## config.mk

```make
export PLATFORM = sky130hd
export DESIGN_NAME = turn_arbiter_flat
export DESIGN_NICKNAME = d
export VERILOG_FILES = /design/src/rtl/turn_arbiter_if.sv /design/src/rtl/turn_arbiter.sv /design/src/flat_wrapper.sv
export SDC_FILE = /design/constraint.sdc
export NUM_CORES = 1
export LEC_CHECK = 0
export ABC_AREA = 1
export CAP_MARGIN = 20
export CORE_AREA = 5 5 110 112
export DETAILED_ROUTE_END_ITERATION = 8
export DIE_AREA = 0 0 115 117
export GPL_ROUTABILITY_DRIVEN = 0
export MAX_ROUTING_LAYER = met4
export PLACE_DENSITY = 0.79
export RECOVER_POWER = 25
export SYNTH_ARGS = -nofsm -noshare
export SYNTH_HDL_FRONTEND = slang
export SYNTH_SLANG_ARGS = --single-unit
```

## constraint.sdc

```tcl
create_clock -name clk -period 3.15 [get_ports clk]
set_input_delay 0.945 -clock clk [delete_from_list [all_inputs] [get_ports clk]]
set_output_delay 0.945 -clock clk [all_outputs]
set_load 0.1 [all_outputs]
```

## src/rtl/turn_arbiter_if.sv

```systemverilog
// turn_arbiter_if: player inputs, board flag and cursor/write outputs.
// master = keyboard/board side, slave = turn_arbiter.
interface turn_arbiter_if;
  logic       start;
  logic       abort;
  logic [3:0] p0_dir;
  logic       p0_place;
  logic [3:0] p1_dir;
  logic       p1_place;
  logic       occupied;
  logic [3:0] curh;
  logic [3:0] curv;
  logic [1:0] user;
  logic       place_we;
  logic [3:0] place_h;
  logic [3:0] place_v;
  logic [1:0] place_user;
  logic       place_reject;
  logic       timeout;

  modport master (
    output start, abort, p0_dir, p0_place,
    output p1_dir, p1_place, occupied,
    input  curh, curv, user, place_we,
    input  place_h, place_v, place_user,
    input  place_reject, timeout
  );

  modport slave (
    input  start, abort, p0_dir, p0_place,
    input  p1_dir, p1_place, occupied,
    output curh, curv, user, place_we,
    output place_h, place_v, place_user,
    output place_reject, timeout
  );
endinterface

```

## src/rtl/turn_arbiter.sv

```systemverilog
// turn_arbiter: two-player turn controller for the shared board cursor.
// Ports: clk, rst (async high); bus.slave = player inputs, occupied, cursor, writes.
module turn_arbiter #(
  parameter logic [3:0]  HMAX         = 4'd9,
  parameter logic [3:0]  VMAX         = 4'd5,
  parameter logic [24:0] COOLDOWN     = 25'h1FFFFFF,
  parameter logic [31:0] TURN_TIMEOUT = 32'd500000000
) (
  input logic           clk,
  input logic           rst,
  turn_arbiter_if.slave bus
);
  typedef enum logic [1:0] {
    IDLE,
    TURN,
    COMMIT,
    SWITCH
  } state_t;

  state_t      state, state_n;
  logic [3:0]  curh, curh_n;
  logic [3:0]  curv, curv_n;
  logic [1:0]  user, user_n;
  logic        we, we_n;
  logic        rej, rej_n;
  logic        tmo, tmo_n;
  logic [3:0]  ph, ph_n;
  logic [3:0]  pv, pv_n;
  logic [1:0]  pu, pu_n;
  logic [24:0] cd, cd_n;
  logic [31:0] tc, tc_n;
  logic [3:0]  dir;
  logic        plc;
  logic        ready;
  logic        last;

  always_ff @(posedge clk or posedge rst) begin
    if (rst) begin
      state <= IDLE;
      curh  <= '0;
      curv  <= '0;
      user  <= 2'b00;
      we    <= 1'b0;
      rej   <= 1'b0;
      tmo   <= 1'b0;
      ph    <= '0;
      pv    <= '0;
      pu    <= '0;
      cd    <= '0;
      tc    <= '0;
    end else begin
      state <= state_n;
      curh  <= curh_n;
      curv  <= curv_n;
      user  <= user_n;
      we    <= we_n;
      rej   <= rej_n;
      tmo   <= tmo_n;
      ph    <= ph_n;
      pv    <= pv_n;
      pu    <= pu_n;
      cd    <= cd_n;
      tc    <= tc_n;
    end
  end

  always_comb begin
    state_n = state;
    curh_n  = curh;
    curv_n  = curv;
    user_n  = user;
    we_n    = 1'b0;
    rej_n   = 1'b0;
    tmo_n   = 1'b0;
    ph_n    = ph;
    pv_n    = pv;
    pu_n    = pu;
    cd_n    = cd;
    tc_n    = tc;
    // Only the player holding the turn is listened to.
    dir     = user[1] ? bus.p1_dir : bus.p0_dir;
    plc     = user[1] ? bus.p1_place : bus.p0_place;
    ready   = (cd == COOLDOWN);
    last    = (tc == TURN_TIMEOUT - 32'd1);
    if (bus.abort) begin
      state_n = IDLE;
      user_n  = 2'b00;
    end else begin
      unique case (state)
        IDLE: begin
          user_n = 2'b00;
          if (bus.start) begin
            state_n = TURN;
            user_n  = 2'b01;
            curh_n  = '0;
            curv_n  = '0;
            cd_n    = '0;
            tc_n    = '0;
          end
        end
        TURN: begin
          cd_n = ready ? cd : cd + 25'd1;
          tc_n = tc + 32'd1;
          if (plc && !bus.occupied) begin
            // Legal place beats a timeout in the same cycle.
            state_n = COMMIT;
            we_n    = 1'b1;
            ph_n    = curh;
            pv_n    = curv;
            pu_n    = user;
          end else begin
            if (plc) begin
              rej_n = 1'b1;
            end else if (ready) begin
              if (dir[1]) begin
                if (curh != 4'd0) curh_n = curh - 4'd1;
              end else if (dir[0]) begin
                if (curh != HMAX) curh_n = curh + 4'd1;
              end
              if (dir[2]) begin
                if (curv != VMAX) curv_n = curv + 4'd1;
              end else if (dir[3]) begin
                if (curv != 4'd0) curv_n = curv - 4'd1;
              end
              // Clamped requests keep the cooldown armed.
              if (curh_n != curh || curv_n != curv) cd_n = '0;
            end
            if (last) begin
              tmo_n   = 1'b1;
              state_n = SWITCH;
            end
          end
        end
        COMMIT: state_n = SWITCH;
        SWITCH: begin
          state_n = TURN;
          user_n  = (user == 2'b01) ? 2'b10 : 2'b01;
          cd_n    = '0;
          tc_n    = '0;
        end
        default: state_n = IDLE;
      endcase
    end
  end

  assign bus.curh         = curh;
  assign bus.curv         = curv;
  assign bus.user         = user;
  assign bus.place_we     = we;
  assign bus.place_h      = ph;
  assign bus.place_v      = pv;
  assign bus.place_user   = pu;
  assign bus.place_reject = rej;
  assign bus.timeout      = tmo;
endmodule
```

## src/flat_wrapper.sv

```systemverilog
// flat-port wrapper written by rule: the top's interface ports become plain ports
module turn_arbiter_flat 
#(
  parameter logic [3:0]  HMAX         = 4'd9,
  parameter logic [3:0]  VMAX         = 4'd5,
  parameter logic [24:0] COOLDOWN     = 25'h1FFFFFF,
  parameter logic [31:0] TURN_TIMEOUT = 32'd500000000
)
  (clk, rst, bus_start, bus_abort, bus_p0_dir, bus_p0_place, bus_p1_dir, bus_p1_place, bus_occupied, bus_curh, bus_curv, bus_user, bus_place_we, bus_place_h, bus_place_v, bus_place_user, bus_place_reject, bus_timeout);
  turn_arbiter_if bus_i ();
  input logic clk;
  input logic rst;
  input wire logic [$bits(bus_i.start)-1:0] bus_start;
  input wire logic [$bits(bus_i.abort)-1:0] bus_abort;
  input wire logic [$bits(bus_i.p0_dir)-1:0] bus_p0_dir;
  input wire logic [$bits(bus_i.p0_place)-1:0] bus_p0_place;
  input wire logic [$bits(bus_i.p1_dir)-1:0] bus_p1_dir;
  input wire logic [$bits(bus_i.p1_place)-1:0] bus_p1_place;
  input wire logic [$bits(bus_i.occupied)-1:0] bus_occupied;
  output wire logic [$bits(bus_i.curh)-1:0] bus_curh;
  output wire logic [$bits(bus_i.curv)-1:0] bus_curv;
  output wire logic [$bits(bus_i.user)-1:0] bus_user;
  output wire logic [$bits(bus_i.place_we)-1:0] bus_place_we;
  output wire logic [$bits(bus_i.place_h)-1:0] bus_place_h;
  output wire logic [$bits(bus_i.place_v)-1:0] bus_place_v;
  output wire logic [$bits(bus_i.place_user)-1:0] bus_place_user;
  output wire logic [$bits(bus_i.place_reject)-1:0] bus_place_reject;
  output wire logic [$bits(bus_i.timeout)-1:0] bus_timeout;
  assign bus_i.start = bus_start;
  assign bus_i.abort = bus_abort;
  assign bus_i.p0_dir = bus_p0_dir;
  assign bus_i.p0_place = bus_p0_place;
  assign bus_i.p1_dir = bus_p1_dir;
  assign bus_i.p1_place = bus_p1_place;
  assign bus_i.occupied = bus_occupied;
  assign bus_curh = bus_i.curh;
  assign bus_curv = bus_i.curv;
  assign bus_user = bus_i.user;
  assign bus_place_we = bus_i.place_we;
  assign bus_place_h = bus_i.place_h;
  assign bus_place_v = bus_i.place_v;
  assign bus_place_user = bus_i.place_user;
  assign bus_place_reject = bus_i.place_reject;
  assign bus_timeout = bus_i.timeout;
  turn_arbiter #(.HMAX(HMAX), .VMAX(VMAX), .COOLDOWN(COOLDOWN), .TURN_TIMEOUT(TURN_TIMEOUT)) u_core (.clk(clk), .rst(rst), .bus(bus_i));
endmodule
```

# Word-level counts from Yosys, hierarchy flattened
# Cells that the tools add are included.
# totals
inputBits	15
out_inout_bits	23
word_cells	106
regBits	82
latch_bits	0
rom_bits	0
mem_count	0
mem_bits_rw	0
# classes
n_lt_le_gt_ge	0
eq_ne	16
mul	0
n_mux	58
div_mod_pow	0
add_sub_neg	6
bitwise_logic	1
shift	0
n_reduce_logical	13
# op_table
op	count
$mux 25	6
$mux 4	26
$pmux 32 s3	1
$pmux 25 s3	1
$add 32x1->32 const B	1
$eq 32x29->1 const B	1
$mux 32	1
$add 25x1->25 const B	1
$eq 25x25->1 const B	1
$pmux 4 s2	2
$mux 1	13
$mux 2	6
$add 4x1->4 const B	2
$ne 4x4->1	2
$pmux 2 s4	1
$reduce_bool 4->1	2
$sub 4x1->4 const B	2
$ne 2x2->1 const B	3
$reduce_and 3->1	2
$reduce_and 6->1	1
$reduce_bool 3->1	2
$eq 2x1->1 const B	2
$eq 2x2->1 const B	2
$ne 4x2->1 const B	1
12 further kinds	12

# Logic depth before layout (Yosys ltp)
# Gate-level depths: netlist of run 1.
# depth
ltp_word	16
mapped_depth	12
ltp_nobuf	11

# Worst setup path before layout of run 1
# OpenSTA, ideal clock, no wires.
# synth_path
path_type	register -> register
start	register u_core.curv[0] (netlist: u_core.bus.curv[0])
end	register u_core.cd[17]
setup_time_ns	0.115
period_less_slack_ns	2.441
stages_incl_launch_ff	12
required_time_ns	3.035
n_path_buf	1
setup_slack_ns	0.709
arrival_ns	2.325
path_cell_list	dfrtp_1 -> inv_1 -> ha_1 -> nand3_1 -> nand2_2 -> o21ai_1 -> inv_2 -> nand2_2 -> nand2_4 -> buf_12 -> nand3_2 -> nand2_2
# synth_via
elab_chain_cells	16
word_cells_on_any_way	20
cone_classes	add/sub (2); eq/ne (2); mux (14); reduce/logical (2)
# synth_rtl
element	line	rtl
from (decl)	turn_arbiter.sv:22	logic [3:0] curv, curv_n;
from (signal assigned)	turn_arbiter.sv:54	curv <= curv_n;
$sub 4x1->4 / $reduce_bool 4->1 (equally long branches)	turn_arbiter.sv:123	if (curv != 4'd0) curv_n = curv - 4'd1;
$mux 4	turn_arbiter.sv:123	
$mux 4	turn_arbiter.sv:122	end else if (dir[3]) begin
$mux 4	turn_arbiter.sv:120	if (dir[2]) begin
$mux 4	turn_arbiter.sv:114	end else if (ready) begin
$mux 4	turn_arbiter.sv:112	if (plc) begin
$mux 4	turn_arbiter.sv:104	if (plc && !bus.occupied) begin
$mux 4	turn_arbiter.sv:89	unique case (state)
$mux 4	turn_arbiter.sv:85	if (bus.abort) begin
$ne 4x4->1 *	turn_arbiter.sv:126	if (curh_n != curh || curv_n != curv) cd_n = '0;
$logic_or 1x1->1 *	turn_arbiter.sv:126	
$mux 25 *	turn_arbiter.sv:126	
$mux 25 *	turn_arbiter.sv:114	
$mux 25 *	turn_arbiter.sv:112	
$mux 25 *	turn_arbiter.sv:104	
$pmux 25 s3 *	turn_arbiter.sv:89	
to (signal assigned)	turn_arbiter.sv:62	cd <= cd_n;
to (decl)	turn_arbiter.sv:30	logic [24:0] cd, cd_n;
# Every way passes the cells marked *; elsewhere a longest branch is shown, timed or not. The select of a mux whose other input is x is not followed.
# A chain may end at the register's enable or synchronous reset.

# Final worst setup path of run 1
# layout_path
start	input bus_abort
end	register u_core.tc[12]
# layout_via
elab_chain_cells	2
# layout_rtl
element	line	rtl
from (decl)	flat_wrapper.sv:14	input wire logic [$bits(bus_i.abort)-1:0] bus_abort;
$not 1->1 (no line)	n/a	
$reduce_and 3->1 (no line)	n/a	
to (signal assigned)	turn_arbiter.sv:63	tc <= tc_n;
to (decl)	turn_arbiter.sv:31	logic [31:0] tc, tc_n;
# No other way between the ends.

==> results of run 1 <==
## registers in the layout, indices dropped and copies added, names as in the netlist
name / cells
u_core.bus.curh: 4
u_core.bus.curv: 4
u_core.bus.place_h: 4
u_core.bus.place_reject: 1
u_core.bus.place_user: 2
u_core.bus.place_v: 4
u_core.bus.place_we: 1
u_core.bus.timeout: 1
u_core.bus.user: 2
u_core.cd: 25
u_core.state: 2
u_core.tc: 32
## worst max-delay path, stage by stage
cell,delay [ns]
dlygate4sd3_1,0.60
a21oi_2,0.19
nand2_1,0.14
buf_12,0.21
nor2_1,0.23
nand2_1,0.12
o21ai_0,0.19
a21oi_1,0.06
## cell usage after synthesis, drive strengths merged
library cell,number,share of area (%)
dfrtp,82,35
o21a,1,0.13
xnor2,5,0.75
nand4,25,2.7
nand3,89,9.6
inv,89,5.8
buf,14,1.9
a22o,1,0.15
nand3b,2,0.26
o32ai,1,0.15
xor2,15,2.2
clkbuf,7,0.47
o211ai,5,0.64
o21bai,3,0.39
a31oi,1,0.11
or2,1,0.11
nand2,331,22
o21ai,43,4.1
clkinv,1,0.064
and3,1,0.11
nor2,117,8.1
a21oi,14,1.3
nor3,10,0.94
ha,12,2.6
o31ai,1,0.13
nor4,1,0.11
## layout make-up
type                       count  area [um2]  share of cell area [%]
timing repair buffer          43         395                    6.02
clock inverter                 4        27.5                   0.419
multi-input combinational    679        3320                    50.5
sequential                    82        2050                    31.3
tap                          143         179                    2.73
inverter                      90         342                    5.20
clock buffer                  11         253                    3.85
## layer usage
metal / vias up / share of wire, % / global-route usage (%)
met5: - / 0 / -
met2: 127 / 48 / 36.2
met3: 28 / 4.1 / 4.32
met1: 2639 / 47 / 30.1
li1: 2842 / - / -
met4: 0 / 1.4 / 7.28
## cells by family (layout without fill, tap and decap cells)
family | count (synthesis) | count (layout)
AOI/OAI and AO/OA | 70 | 70
xor gates and xnor gates | 20 | 20
adders and majority gates | 12 | 12
buffers and inverters | 111 | 148
DFF | 82 | 82
and+or+nand+nor | 577 | 577
## worst max-delay path by stage
stage / start / to / slack [ns]
3_3_place_gp: bus_p0_dir[2] / u_core.cd[22] / 0.43
5_1_grt: bus_abort / u_core.tc[8] / 0.57
3_5_place_dp: bus_p0_dir[2] / u_core.cd[20] / 0.39
4_1_cts: bus_p0_dir[2] / u_core.cd[20] / 0.75
2_1_floorplan: rst / u_core.bus.curh[0] / 0.1
6_report: bus_abort / u_core.tc[12] / 0.68
## power by group through the flow
stage / Clock, mW / Sequential [mW] / Combinational [mW]
finish: 1.00 / 1.34 / 1.86
global route: 1.07 / 1.36 / 2.03
CTS: 1.02 / 1.34 / 1.86
detailed placement: 0 / 1.36 / 1.85
global placement: 0 / 1.36 / 1.83
floorplan: 0 / 1.96 / 0.841
## through the flow
stage               util [%]  power, mW  area, um2  hold slack (ns)  worst slack [ns]
finish                  59.0       4.21       6560            0.491             0.684
floorplan                  -       2.80       5850            0.454            0.0966
global placement        56.5       3.19       6280            0.472             0.435
global route            59.0       4.46       6560            0.518             0.565
detailed placement      56.5       3.21       6280            0.478             0.387
CTS                     59.0       4.23       6560            0.493             0.747
==> out/qor.csv, run 1 <==
stage,metric,value,unit
run_status,status,"finished, final reports clean",
drt,first_pass_iters,5,
synth,yosys.cell_types.count,43,
floorplanning,io_pins,38,
power,power_leakage,3.12,nW
cts,cts_max_level,3,
drt,viasPerCell,5.36,
cts,cts_tree,built,
global_routing,grt.total_usage,23.0,%
worst_setup_path,r2r_start,u_core.cd[0],
synth,syn-num-nets,899,
drt,vias,5636,
cells_and_area,areaGrowthSynthToFinish,12.3,%
worst_setup_path,crit_arrival,2.69,ns
floorplanning,start_util,52.6,%
hold_path,hold_path_startpoint,u_core.bus.place_v[2],
sta,slew_violations,0,
sta,hold_viol_final,0,
global_routing,antenna_found_initial,0,
hold_path,whs_path_depth,2,
floorplanning,die_x,115,um
power,combPwrFrac,44.3,%
place,hpwl,10500,um
sta,max_freq,0.406,GHz
floorplanning,die_area,13500,um2
synth,synthAdderAreaFrac,2.57,%
power,p_sw_share,47.5,%
cts,cts.repair.resized,0,
worst_setup_path,reg2reg_slack,1.00,ns
worst_setup_path,required,3.37,ns
power,power.switching,2.00,mW
synth,yosys_warnings,0,
floorplanning,row_count,39,
sta,finalCritPeriodShare,78.3,%
synth,mappedNetlistArea,5850,um2
power,vdd_drop_max,0.000669,V
drt,drt_iter0_drc,428,
global_routing,grt_max_degree,47,
hold_path,min_to,u_core.bus.place_v[2],
synth,synth-simple-area-share,44.1,%
synth,muxShareOfSynthArea,0,%
power,seqPwrFrac,31.9,%
power,clkPwrFrac,23.8,%
cells_and_area,drive_gt1_share,10.9,%
worst_setup_path,worst_setup_path_start_kind,primary input,
synth,syn_inst,872,
synth,ys_seq_area_share,35.1,%
cts,root_buffer,clkbuf_16,
flow_run,maxCapViolations,0,
cts,clk_pin_slew,0.06,ns
hold_path,hold_class,flip-flop to flip-flop,
synth,synth-seq-cells,82,
synth,avgSynthCellArea,6.71,um2
worst_setup_path,r2r_end,u_core.bus.curv[3],
synth,synth_top_family_by_area,simple AND/OR/NAND/NOR gates,
worst_setup_path,critPathKind,primary input to flip-flop,
synth,synth_compound_area_share,7.02,%
drt,wire_per_inst,13.6,um
worst_setup_path,crit_path_end_kind,flip-flop,
sta,period_minus_slack,2.47,ns
cells_and_area,num-nets-final,932,
cts,cts_max_path_buffers,2,
place,dp.cells,1037,
floorplanning,core-area,11100,um2
cts,cts_made_buffers,9,
global_routing,grt_pass1_vias,5262,
cts,worst_skew_pair.late_latency,0.34,ns
sta,rsz0062_at_grt,false,
sta,setup_violations,0,
sta,skew,0.00382,ns
power,p_per_area,642,nW/um2
drt,drt-total-wl,14300,um
synth,synth_xor_area_share,3.00,%
floorplanning,die_h,117,um
cts,cts.sinks,82,
cells_and_area,mostFrequentLayoutCell,nand2_1,
drt,drc,0,
worst_setup_path,path_max_fanout,46,
sta,tns,0,ns
cells_and_area,n_antenna_cell,0,
cells_and_area,fillers,1056,
global_routing,grt_overflow_total,0,
sta,relSlewSlack,11.2,%
worst_setup_path,reg2reg_depth,10,
cells_and_area,fin_cells,1052,
global_routing,grt_pass1_wl,24500,um
place,io_buffers,37,
cts,post-cts-setup-buffers,0,
sta,tightest_slew,1.32,ns
cts,hold_buffers,0,
cells_and_area,layout_common_cells,"nand2_1 (317), nor2_1 (111), inv_1 (82), dfrtp_1 (82), nand3_1 (67)",
power,intPower,2.21,mW
drt,antenna_left,0,
(Power assumes the default switching activity.)
==> inputs of run 2 (changes only) <==
- clock period: 3.15 -> 2.1 ns (I/O delays scaled with it)
==> out/qor.csv, run 2 (synthesized netlist as in run 1, its figures left out) <==
stage,metric,value,unit,change
worst_setup_path,crit_path_frequent_cell,nand2_2,,was nand2_1
sta,slew_violations,0,,unchanged
hold_path,hold_class,flip-flop to flip-flop,,unchanged
cells_and_area,areaGrowthSynthToFinish,22.7,%,was 12.3%
worst_setup_path,reg2reg_slack,0.18,ns,was 1.00 ns
power,p_per_area,982,nW/um2,was 642 nW/um2
drt,viasPerCell,5.34,,was 5.36
sta,finalCritPeriodShare,91.8,%,
worst_setup_path,required,2.34,ns,was 3.37 ns
cts,root_buffer,clkbuf_16,,unchanged
power,power_leakage,3.36,nW,was 3.12 nW
sta,tightest_slew,0.639,ns,was 1.32 ns
cts,cts.sinks,82,,unchanged
sta,hold_viol_final,0,,unchanged
cts,post-cts-setup-buffers,0,,unchanged
power,intPower,3.88,mW,was 2.21 mW
flow_run,maxCapViolations,0,,unchanged
cts,cts_max_path_buffers,2,,unchanged
drt,drt-total-wl,14900,um,"was 14,300 um"
drt,drc,0,,unchanged
drt,vias,5804,,"was 5,636"
hold_path,min_to,u_core.tc[2],,was u_core.bus.place_v[2]
worst_setup_path,worstPathCellList,"clkdlybuf4s50_1, nand2_1, nand2_2, nand2_2, o21ai_1, inv_2, nand2_2, nand2_4, nand3_1, nand2_1",,"was dlygate4sd3_1, a21oi_2, nand2_1, buf_12, nor2_1, nand2_1, o21ai_0, a21oi_1"
sta,skew,0.00726,ns,was 0.00382 ns
cells_and_area,layout_common_cells,"nand2_1 (317), nor2_1 (111), inv_1 (82)",,"was nand2_1 (317), nor2_1 (111), inv_1 (82), dfrtp_1 (82), nand3_1 (67)"
worst_setup_path,path_max_fanout,24,,was 46
power,power.total,7.05,mW,was 4.21 mW
power,seqPwrFrac,28.7,%,was 31.9%
cells_and_area,mostFrequentLayoutCell,nand2_1,,unchanged
cells_and_area,n_antenna_cell,0,,unchanged
cells_and_area,design_area,7180,um2,was 6560 um2
power,vdd_drop_max,0.00123,V,was 0.000669 V
place,io_buffers,37,,unchanged
global_routing,grt_overflow_total,0,,unchanged
place,place_area,6930,um2,was 6280 um2
cts,cts.repair.resized,0,,unchanged
drt,drt_iter0_drc,503,,was 428
drt,antenna_left,0,,unchanged
floorplanning,io_pins,38,,unchanged
power,p_sw_share,44.9,%,was 47.5%
cts,cts_tree,built,,unchanged
global_routing,grt_pass1_vias,5541,,"was 5,262"
cells_and_area,largest_register,u_core.tc,,unchanged
floorplanning,die_h,117,um,unchanged
floorplanning,die_x,115,um,unchanged
worst_setup_path,crit_path_max_incr_delay,0.46,ns,was 0.60 ns
global_routing,antenna_found_initial,0,,unchanged
floorplanning,die_area,13500,um2,unchanged
global_routing,grt_pass1_wl,25600,um,"was 24,500 um"
place,hpwl,11200,um,"was 10,500 um"
run_status,status,"finished, final reports clean",,unchanged
cells_and_area,largest_register_ffs,32,,unchanged
drt,first_pass_iters,5,,unchanged
worst_setup_path,crit_path_end_kind,flip-flop,,unchanged
hold_path,whs_path_depth,1,,was 2
sta,setup_violations,0,,unchanged
worst_setup_path,reg2reg_depth,10,,unchanged
floorplanning,core-area,11100,um2,unchanged
worst_setup_path,r2r_start,u_core.cd[0],,unchanged
power,combPwrFrac,49.7,%,was 44.3%
power,power.switching,3.17,mW,was 2.00 mW
sta,rsz0062_at_grt,false,,unchanged
cts,clk_pin_slew,0.06,ns,about the same
worst_setup_path,worst_setup_path_start_kind,primary input,,unchanged
sta,period_minus_slack,1.93,ns,
cells_and_area,num-nets-final,966,,was 932
cells_and_area,drive_gt1_share,14.9,%,was 10.9%
hold_path,hold_path_startpoint,u_core.tc[2],,was u_core.bus.place_v[2]
floorplanning,start_util,52.6,%,unchanged
global_routing,grt_max_degree,29,,was 47
power,clkPwrFrac,21.7,%,was 23.8%
sta,relSlewSlack,57.4,%,was 11.2%
cts,cts_max_level,3,,unchanged
worst_setup_path,r2r_end,u_core.cd[22],,was u_core.bus.curv[3]
cells_and_area,largestRegisters,"u_core.tc (32), u_core.cd (25)",,unchanged
floorplanning,row_count,39,,unchanged
cts,worst_skew_pair.late_latency,0.35,ns,was 0.34 ns
worst_setup_path,crit_arrival,2.17,ns,was 2.69 ns
worst_setup_path,critPathKind,primary input to flip-flop,,unchanged
cts,cts_made_buffers,9,,unchanged
sta,max_freq,0.519,GHz,
cts,hold_buffers,0,,unchanged
sta,holdWs,0.499,ns,was 0.491 ns
worst_setup_path,crit_slowest_cell,clkdlybuf4s50_1,,was dlygate4sd3_1
global_routing,grt.total_usage,24.2,%,was 23.0%
drt,wire_per_inst,13.7,um,was 13.6 um
## run 2: cell types whose count changed in the layout (fill, tap and decap cells not counted), sizes merged, moves of 2 or more
cell / change
clkinv: +2
clkbuf: +2
buf: +32
clkinvlp: -2
## run 2: final cells by class
class,count,area [um2]
inverter,90,342
timing repair buffer,77,996
clock buffer,11,243
sequential,82,2060
tap,143,179
multi-input combinational,679,3320
clock inverter,5,38.8
fill,976,3950
## run 2: stage by stage
stage	std cells	utilization (%)	setup TNS [ns]	worst slack, ns
after global routing	1087	64.5	0	0.0276
after CTS	1087	64.8	0	0.174
after global placement	1071	62.3	-5.59	-0.142
after floorplan	872	-	0	0.0256
after detailed placement	1071	62.3	-7.03	-0.174
final	1087	64.5	0	0.173
## run 2: power by group through the flow
stage | clock (mW) | combinational [mW] | sequential (mW)
global route | 1.62 | 3.75 | 2.05
CTS | 1.55 | 3.52 | 2.02
finish | 1.53 | 3.50 | 2.02
global placement | 0 | 3.47 | 2.04
floorplan | 0 | 1.26 | 2.95
detailed placement | 0 | 3.51 | 2.04
## run 2: worst max-delay path, delay by kind of cell
family                 cells  cell delay [ns]
AOI/OAI and AO/OA          1             0.18
buffers and inverters      2             0.52
and+or+nand+nor            7             0.82
## run 2: layer usage
metal | up-vias | GRT usage, % | routed length [um] | share of wire [%]
li1 | 2917 | - | - | -
met1 | 2686 | 31.3 | 6610 | 44
met2 | 161 | 38.3 | 7130 | 48
met3 | 40 | 3.44 | 661 | 4.4
met4 | 0 | 10.2 | 479 | 3.2
met5 | - | - | 0 | 0
## run 2: worst max-delay path by stage
stage                             startpoint             to  slack, ns  cells after the start
after global routing            u_core.cd[0]  u_core.cd[23]       0.03                     10
after CTS                      bus_p1_dir[3]  u_core.cd[23]       0.17                     10
after global placement             bus_start  u_core.tc[11]      -0.14                      9
after detailed placement       bus_p0_dir[2]  u_core.cd[22]      -0.17                     10
after floorplan           u_core.bus.curh[3]  u_core.cd[17]       0.03                     10
final                          bus_p1_dir[3]  u_core.cd[22]       0.17                     10
==> inputs of run 3 (changes only) <==
- clock period: 2.1 -> 1.68 ns (I/O delays scaled with it)
==> out/qor.csv, run 3 (synthesized netlist as in run 1, its figures left out) <==
stage,metric,value,unit,change
run_status,status,"finished, violations left",,"was finished, final reports clean"
run_status,violations,setup timing,,
cells_and_area,layout_common_cells,"nand2_1 (297), nor2_1 (101), buf_4 (92)",,"was nand2_1 (317), nor2_1 (111), inv_1 (82)"
cts,cts_made_buffers,9,,unchanged
sta,max_freq,0.537,GHz,
cts,cts_max_path_buffers,2,,unchanged
floorplanning,die_area,13500,um2,unchanged
floorplanning,die_x,115,um,unchanged
sta,skew,0.0169,ns,was 0.00726 ns
drt,viasPerCell,5.79,,was 5.34
sta,relSlewSlack,58.3,%,was 57.4%
place,hpwl,11700,um,"was 11,200 um"
cells_and_area,num-nets-final,1048,,was 966
power,p_per_area,1250,nW/um2,was 982 nW/um2
cts,cts_max_level,3,,unchanged
worst_setup_path,reg2reg_depth,11,,was 10
flow_run,maxCapViolations,0,,unchanged
global_routing,grt_pass1_wl,28500,um,"was 25,600 um"
sta,rsz0062_at_grt,true,,was false
cells_and_area,largest_register,u_core.tc,,unchanged
worst_setup_path,crit_path_end_kind,flip-flop,,unchanged
cells_and_area,areaGrowthSynthToFinish,42.2,%,was 22.7%
drt,drc,0,,unchanged
cells_and_area,drive_gt1_share,28.0,%,was 14.9%
cts,cts_tree,built,,unchanged
worst_setup_path,crit_arrival,2.11,ns,was 2.17 ns
drt,antenna_left,0,,unchanged
sta,tns,-4.64,ns,was 0 ns
cts,clk_pin_slew,0.08,ns,was 0.06 ns
place,dp.cells,1130,,"was 1,071"
worst_setup_path,worst_setup_path_start_kind,flip-flop,,was primary input
cts,worst_skew_pair.late_latency,0.36,ns,was 0.35 ns
cells_and_area,mostFrequentLayoutCell,nand2_1,,unchanged
cells_and_area,largest_register_ffs,32,,unchanged
sta,setup_ws,-0.182,ns,was 0.173 ns
hold_path,whs_path_depth,2,,was 1
global_routing,grt_overflow_total,0,,unchanged
global_routing,grt_pass1_vias,6009,,"was 5,541"
cells_and_area,largestRegisters,"u_core.tc (32), u_core.cd (25)",,unchanged
sta,slew_violations,0,,unchanged
cts,root_buffer,clkbuf_16,,unchanged
sta,period_minus_slack,1.86,ns,
hold_path,hold_class,flip-flop to flip-flop,,unchanged
drt,wire_per_inst,17.1,um,was 13.7 um
floorplanning,core-area,11100,um2,unchanged
floorplanning,row_count,39,,unchanged
cells_and_area,fin_cells,1169,,"was 1,087"
global_routing,grt_max_degree,43,,was 29
sta,tightest_slew,0.626,ns,was 0.639 ns
global_routing,grt.total_usage,27.2,%,was 24.2%
cts,hold_buffers,0,,unchanged
worst_setup_path,critPathKind,flip-flop to flip-flop,,was primary input to flip-flop
global_routing,use_met3,4.11,%,was 3.44%
floorplanning,start_util,52.6,%,unchanged
power,vdd_drop_max,0.00158,V,was 0.00123 V
drt,drt-total-wl,20000,um,"was 14,900 um"
place,io_buffers,37,,unchanged
cells_and_area,fillers,706,,was 976
global_routing,use_met1,33.6,%,was 31.3%
power,power_leakage,3.86,nW,was 3.36 nW
worst_setup_path,required,1.93,ns,was 2.34 ns
floorplanning,io_pins,38,,unchanged
drt,drt_iter0_drc,658,,was 503
sta,finalCritPeriodShare,111,%,
worst_setup_path,path_max_fanout,8,,was 24
drt,first_pass_iters,6,,was 5
global_routing,antenna_found_initial,0,,unchanged
global_routing,grt_use_met2,43.6,%,was 38.3%
global_routing,grt_busiest_layer,met2,,unchanged
drt,vias,6772,,"was 5,804"
cts,cts.sinks,82,,unchanged
cells_and_area,n_antenna_cell,0,,unchanged
sta,hold_viol_final,0,,unchanged
floorplanning,die_h,117,um,unchanged
sta,setup_violations,41,,was 0
power,power.total,10.4,mW,was 7.05 mW
==> run 3: cell count changes in the layout (fill, tap and decap cells not counted), sizes merged, moves of 2 or more <==
cell	before	now
bufinv	0	2
dlygate4sd2	0	2
clkdlybuf4s50	13	11
bufbuf	0	2
nand2	331	334
buf	61	137
==> run 3: worst max-delay path: stages (launching register included) <==
cell and delay [ns]:
dfrtp_1 0.40, ha_2 0.24, buf_6 0.13, inv_4 0.03
nor2_4 0.14, nand2_4 0.08, nor2_4 0.17, nand2_4 0.11
nand2_4 0.12, nand3_4 0.13, nand2_1 0.12, o21ai_1 0.08
==> run 3: final cells by class <==
class                      count  area, um2  area share, %
tap                          143        179           2.15
multi-input combinational    683       3660           44.1
inverter                      90        364           4.38
clock buffer                  10        229           2.75
sequential                    82       2080           25.1
timing repair buffer         155       1710           20.6
clock inverter                 6       82.6          0.993
==> run 3: path summary, 6_finish.rpt <==
| check | from | endpoint | slack [ns] |
|---|---|---|---|
| worst min-delay path | u_core.tc[30] | u_core.tc[30] | 0.52 |
| min in group asynchronous | rst | u_core.tc[9] | 0.72 |
| worst max register to register | u_core.cd[0] | u_core.bus.curv[1] | -0.18 |
| worst max-delay path | u_core.cd[0] | u_core.bus.curv[1] | -0.18 |
| worst min register to register | u_core.tc[30] | u_core.tc[30] | 0.52 |
| max in group asynchronous | rst | u_core.bus.curv[2] | 0.33 |
==> run 3: per-layer routing <==
metal	wire, um	up-vias
met5	0	-
met4	1020	0
met3	1700	123
met2	9610	441
met1	7660	3123
li1	-	3085
==> run 3: stage by stage <==
step	worst slack [ns]	utilization [%]	cell area [um2]	hold slack (ns)
after floorplan	-0.0464	-	5940	0.454
after global routing	-0.240	74.7	8310	0.527
after detailed placement	-0.489	66.7	7420	0.482
after CTS	-0.00637	71.5	7960	0.489
final	-0.182	74.7	8310	0.522
after global placement	-0.418	66.7	7420	0.476
==> run 3: power by group <==
| group | leakage [nW] | total, mW | switching, mW | internal, mW |
|---|---|---|---|---|
| clock | 0.152 | 2.16 | 0.861 | 1.30 |
| sequential | 1.12 | 2.59 | 0.341 | 2.25 |
| combinational | 2.58 | 5.67 | 3.40 | 2.28 |
| total | 3.86 | 10.4 | 4.60 | 5.82 |
==> run 3: repair_timing <==
item	CTS	global route
cloned	4	3
resized for setup	37	57
pin swaps	7	18
buffers inserted	6	16
setup endpoints to repair	67	61
